### config.mk
export PLATFORM = sky130hd
export DESIGN_NAME = execute_cycle
export DESIGN_NICKNAME = d
export VERILOG_FILES = /design/src/rtl/riscv_pkg.sv /design/src/rtl/alu_unit.sv /design/src/rtl/execute_cycle.sv
export SDC_FILE = /design/constraint.sdc
export NUM_CORES = 1
export LEC_CHECK = 0
export ABC_AREA = 1
export BUFFER_PORTS_ARGS = -buffer_cell sky130_fd_sc_hd__clkbuf_2
export CAP_MARGIN = 15
export CORE_ASPECT_RATIO = 1.4
export CORE_MARGIN = 2
export CORE_UTILIZATION = 54
export DETAILED_ROUTE_END_ITERATION = 10
export PLACE_DENSITY = 0.8
export SLEW_MARGIN = 10
export SYNTH_ARGS = -nofsm -noshare
export SYNTH_HDL_FRONTEND = slang
export SYNTH_SLANG_ARGS = --single-unit
export TNS_END_PERCENT = 30
### constraint.sdc
create_clock -name clk -period 5.3 [get_ports clk]
set_input_delay 1.06 -clock clk [delete_from_list [all_inputs] [get_ports clk]]
set_output_delay 1.06 -clock clk [all_outputs]
set_load 0.01 [all_outputs]
### src/rtl/riscv_pkg.sv
// Shared RV32I pipeline definitions: widths, ALU op codes and forward-select codes.
// Forwarding muxes in execute_cycle are enabled by the EXECUTE_FWD_EN macro.
package riscv_pkg;

   localparam int unsigned DEF_XLEN = 32;
   localparam int unsigned DEF_RA_W = 5;

   typedef enum logic [2:0] {
      ALU_ADD = 3'b000,
      ALU_SUB = 3'b001,
      ALU_AND = 3'b010,
      ALU_OR  = 3'b011,
      ALU_SLT = 3'b101
   } alu_op_e;

   typedef enum logic [1:0] {
      FWD_RF  = 2'b00,
      FWD_WB  = 2'b01,
      FWD_MEM = 2'b10
   } fwd_sel_e;

endpackage

### src/rtl/alu_unit.sv
// Combinational RV32I ALU with zero flag; reusable outside the execute stage.
module alu_unit
   import riscv_pkg::*;
#(
   parameter int unsigned W = DEF_XLEN
) (
   input  logic [W-1:0] a,
   input  logic [W-1:0] b,
   input  logic [2:0]   alucontrol,
   output logic [W-1:0] result,
   output logic         zero
);

   logic lt;

   assign lt = $signed(a) < $signed(b);

   always_comb begin
      result = '0;
      case (alucontrol)
         ALU_ADD: result = a + b;
         ALU_SUB: result = a - b;
         ALU_AND: result = a & b;
         ALU_OR:  result = a | b;
         ALU_SLT: result = {{(W-1){1'b0}}, lt};
         default: result = '0;
      endcase
   end

   assign zero = (result == '0);

endmodule

### src/rtl/execute_cycle.sv
// Execute stage: operand forwarding, ALU, beq resolution and the EX/MEM register.
// Optional macro EXECUTE_FWD_EN enables the forwarding muxes; otherwise operands come from rd1_e/rd2_e.
module execute_cycle
   import riscv_pkg::*;
#(
   parameter int unsigned XLEN = DEF_XLEN,
   parameter int unsigned RA_W = DEF_RA_W
) (
   input  logic            clk,
   input  logic            rst,
   input  logic            valid_e,
   input  logic            regwrite_e,
   input  logic            alusrc_e,
   input  logic            memwrite_e,
   input  logic            resultsrc_e,
   input  logic            branch_e,
   input  logic [2:0]      alucontrol_e,
   input  logic [XLEN-1:0] rd1_e,
   input  logic [XLEN-1:0] rd2_e,
   input  logic [XLEN-1:0] imm_ext_e,
   input  logic [XLEN-1:0] pc_e,
   input  logic [XLEN-1:0] pcplus4_e,
   input  logic [RA_W-1:0] rd_e,
   input  logic [1:0]      fwd_a_e,
   input  logic [1:0]      fwd_b_e,
   input  logic [XLEN-1:0] result_w,
   input  logic            hold_m,
   output logic            pcsrc_e,
   output logic [XLEN-1:0] pctarget_e,
   output logic            valid_m,
   output logic            regwrite_m,
   output logic            memwrite_m,
   output logic            resultsrc_m,
   output logic [XLEN-1:0] aluresult_m,
   output logic [XLEN-1:0] writedata_m,
   output logic [XLEN-1:0] pcplus4_m,
   output logic [RA_W-1:0] rd_m
);

   logic [XLEN-1:0] src_a;
   logic [XLEN-1:0] src_b_fwd;
   logic [XLEN-1:0] src_b;
   logic [XLEN-1:0] alu_result;
   logic            alu_zero;

   logic            valid_n;
   logic            regwrite_n;
   logic            memwrite_n;
   logic            resultsrc_n;
   logic [XLEN-1:0] aluresult_n;
   logic [XLEN-1:0] writedata_n;
   logic [XLEN-1:0] pcplus4_n;
   logic [RA_W-1:0] rd_n;

`ifdef EXECUTE_FWD_EN
   // Unlisted select code 11 falls back to the register file value.
   always_comb begin
      src_a = rd1_e;
      case (fwd_a_e)
         FWD_WB:  src_a = result_w;
         FWD_MEM: src_a = aluresult_m;
         default: src_a = rd1_e;
      endcase
   end

   always_comb begin
      src_b_fwd = rd2_e;
      case (fwd_b_e)
         FWD_WB:  src_b_fwd = result_w;
         FWD_MEM: src_b_fwd = aluresult_m;
         default: src_b_fwd = rd2_e;
      endcase
   end
`else
   logic unused_fwd;

   assign src_a      = rd1_e;
   assign src_b_fwd  = rd2_e;
   assign unused_fwd = ^{fwd_a_e, fwd_b_e, result_w};
`endif

   assign src_b = alusrc_e ? imm_ext_e : src_b_fwd;

   alu_unit #(.W(XLEN)) u_alu (
      .a          (src_a),
      .b          (src_b),
      .alucontrol (alucontrol_e),
      .result     (alu_result),
      .zero       (alu_zero)
   );

   assign pcsrc_e    = valid_e & branch_e & alu_zero;
   assign pctarget_e = pc_e + imm_ext_e;

   // Bubbles load all-zero so no stale data travels with an invalid slot.
   always_comb begin
      valid_n     = 1'b0;
      regwrite_n  = 1'b0;
      memwrite_n  = 1'b0;
      resultsrc_n = 1'b0;
      aluresult_n = '0;
      writedata_n = '0;
      pcplus4_n   = '0;
      rd_n        = '0;
      if (valid_e) begin
         valid_n     = 1'b1;
         regwrite_n  = regwrite_e;
         memwrite_n  = memwrite_e;
         resultsrc_n = resultsrc_e;
         aluresult_n = alu_result;
         writedata_n = src_b_fwd;
         pcplus4_n   = pcplus4_e;
         rd_n        = rd_e;
      end
   end

   always_ff @(posedge clk or negedge rst) begin
      if (!rst) begin
         valid_m     <= 1'b0;
         regwrite_m  <= 1'b0;
         memwrite_m  <= 1'b0;
         resultsrc_m <= 1'b0;
         aluresult_m <= '0;
         writedata_m <= '0;
         pcplus4_m   <= '0;
         rd_m        <= '0;
      end else if (!hold_m) begin
         valid_m     <= valid_n;
         regwrite_m  <= regwrite_n;
         memwrite_m  <= memwrite_n;
         resultsrc_m <= resultsrc_n;
         aluresult_m <= aluresult_n;
         writedata_m <= writedata_n;
         pcplus4_m   <= pcplus4_n;
         rd_m        <= rd_n;
      end
   end

endmodule

==> metrics.csv <==
metric;value;unit
critical path's top delay family;simple AND/OR/NAND/NOR gates;
Startpoint Class;primary input;
synth top area cells;dfrtp_1 22%, ha_1 15%, nand2_1 15%;
syn_area_per_cell;6.46;um2
vias in the first global route;13600;
met3 usage;5.00;%
r2r startpoint;pcplus4_m[15];
Clock Tree Buf Depth;2;
Slew @ Worst Pin;0.771;ns
Static Leakage;0.00856;uW
Routed WL;44.9;mm
GR Util All Layers;36.7;%
CTS Hold Bufs;0;
share of the synthesized area in the top cell type;21.7;%
Yosys top cell by area;dfrtp_1;
Post-CTS Setup Inserts;0;
Synth-to-Final Area Change;23.4;%
first-iteration detailed-routing DRC count;943;
Cell Chain, Critical Path;clkbuf_4, buf_12, buf_12, o21ai_1, ha_1, nor2_1, inv_1, nor2_4, nand2_1, nor3_1, nand2_1, nand2_1, nand2_1, nand3_1, nand2_1, nand2_2, nand3_2, nor2_1, nand3_1, nor2_2, clkbuf_2;
Crit. End Element;output pin;
post-synth net total;2235;
antenna violations before repair;0;
Max H-tree Level;3;
CTS tree;yes;
HP Class;flop to flop;
I/O pin cnt;351;
fin crit period;5.17;ns
fill cell count;2033;
Rows;64;
Mapped Area;12100;um2
CP Data Required Time;4.24;ns
Slowest-stage cell, CP;ha_1;
skew final;0;ns
core region area;21900;um2
DRC violations left;0;
grt ovf;0;
layout cells sized above 1;22.4;%
antenna viol nets, final;0;
critical path depth;21;
Unique masters post-synth;48;
Setup CP Type;primary input to output pin;
final core utilization;68.1;%
initial cell density of the core;55.2;%
ys flop type;dfrtp_1;
Die ar.;23700;um2
CTS Sinks;105;
power density cells;212;nW/um2
Async S/R FF share, synth;100;%
vias after detailed routing;14000;
antenna cells;0;
Post-synth EDFFs;0;
Register Area;2630;um2
TritonCTS buffer count;9;
DPL Wire Length;37.0;mm
Reg2Reg Depth;1;
busiest layer in global routing;met2;
CTS clk-pin slew, worst paths;0.07;ns
Die Ht;181;um
met2 GRT Util;64.0;%
Cells after Synth;1875;
CP startpoint;alusrc_e;
vias per cell;5.55;
Worst-Skew Late Latency;0.35;ns
total power;3160;uW
Worst Path Arrival;4.11;ns
final net count;2582;
Largest stage delay, worst path;0.36;ns
final setup violation count;0;
Max Fanout on Critical Path;20;
met1 usage;43.0;%
top cells by count, synth;478 x nand2_1, 301 x inv_1, 175 x nor2_1;
DR WL/cell;17.8;um
synthesized flop and latch total;105;
RR Endpoint;pcplus4_m[15];
R2R Setup Slk;4.51;ns
I/O Buffers;314;
root buffer cell;clkbuf_16;
area of the multi-input gates;8270;um2
most used cell, CP;nand2_1;
TNS Setup;0;ns
DRT Pass-1 Iters;5;
first-pass GRT wire length;67.7;mm
Final Hold Vio Count;0;
synth warn;0;
Seq/Total Area, Yosys;21.7;%
max_cap viols;0;
GP Congestion;0.993;
Crit path buffers/inverters;5;
max-slew violations;0;
Max Fclk;193;MHz
final worst-path cycle share;97.6;%
Setup crit end;pcsrc_e;
Slew HR;48.5;%
maximum VDD drop;0.000191;V
Die Width;131;um
outcome;complete, no violations;
count leader, synth;nand2_1;
largest net degree at the start of global routing;57;
## worst min-delay path by stage
stage / from / endpoint / slack (ns) / depth (start not counted)
finish: aluresult_m[26] / aluresult_m[26] / 0.49 / 2
global route: aluresult_m[19] / aluresult_m[19] / 0.51 / 2
CTS: aluresult_m[26] / aluresult_m[26] / 0.49 / 2
floorplan: valid_m / valid_m / 0.52 / 2
detailed placement: aluresult_m[14] / aluresult_m[14] / 0.47 / 2
global placement: aluresult_m[14] / aluresult_m[14] / 0.46 / 2
## kinds of logic after synthesis
group	share of synthesized area [%]
AO/OA/AOI/OAI	17.5
XOR/XNOR	2.24
adder cells (fa/ha/maj)	15.4
buffers and inverters	11.9
flip-flops	21.7
AND/OR/NAND/NOR	31.3
## where the power goes
group	switching [uW]	internal, uW
sequential	38.8	865
clock	331	368
combinational	983	577
## flip-flops by register name, indices dropped and copies added, names as in the netlist
register	flops
resultsrc_m	1
rd_m	5
memwrite_m	1
regwrite_m	1
pcplus4_m	32
aluresult_m	32
valid_m	1
writedata_m	32
## layout make-up
| class | instances | area share (%) |
|---|---|---|
| inverter | 308 | 7.75 |
| clock buffer | 11 | 1.56 |
| tap | 297 | 2.49 |
| clock inverter | 4 | 0.351 |
| multi-input combinational | 1402 | 55.3 |
| sequential | 105 | 17.6 |
| timing repair buffer | 396 | 15.0 |
## layer usage
layer / part of all wire, % / wire length [um] / up-vias
met5: 0 / 0 / -
li1: - / - / 6787
met4: 5.4 / 2420 / 0
met2: 48 / 21700 / 654
met3: 7.5 / 3370 / 138
met1: 39 / 17400 / 6429
## worst min-delay path, stage by stage (launching register included)
cell	delay, ns
dfrtp_1	0.34
nand2_1	0.05
o21ai_0	0.06
## placed cells by master, fill, tap and decap left out, types with 11 or more instances in the layout
cell type | netlist | final
ha_1 | 144 | 134
nor2_1 | 175 | 166
buf_4 | 4 | 81
nor2_2 | 10 | 19
o21bai_1 | 15 | 15
dfrtp_1 | 105 | 105
nand3_1 | 141 | 135
nand3b_1 | 13 | 13
inv_1 | 301 | 299
o22ai_1 | 18 | 18
nand4_1 | 23 | 23
a21oi_1 | 91 | 88
nand2_1 | 478 | 471
clkbuf_2 | 1 | 311
xor2_1 | 22 | 22
o21ai_1 | 6 | 24
nand2_2 | 4 | 11
nor3_1 | 23 | 20
o21ai_0 | 94 | 66
a22o_1 | 86 | 86
## metrics by stage
step | hold slack (ns) | worst slack [ns] | instance area (um2) | cells
after floorplan | 0.517 | 0.439 | 12100 | 1875
after global placement | 0.464 | -0.0264 | 14400 | 2507
after detailed placement | 0.474 | -0.0994 | 14400 | 2507
after CTS | 0.492 | 0.0104 | 14700 | 2522
after global routing | 0.514 | -0.00193 | 15000 | 2523
final | 0.486 | 0.129 | 15000 | 2523
## timing repair
item,in CTS,in global routing
cloned,0,1
gates resized for setup,8,81
pin swaps,0,4
setup endpoints to repair,1,1
Note: power is estimated with default switching activity, not from simulation.
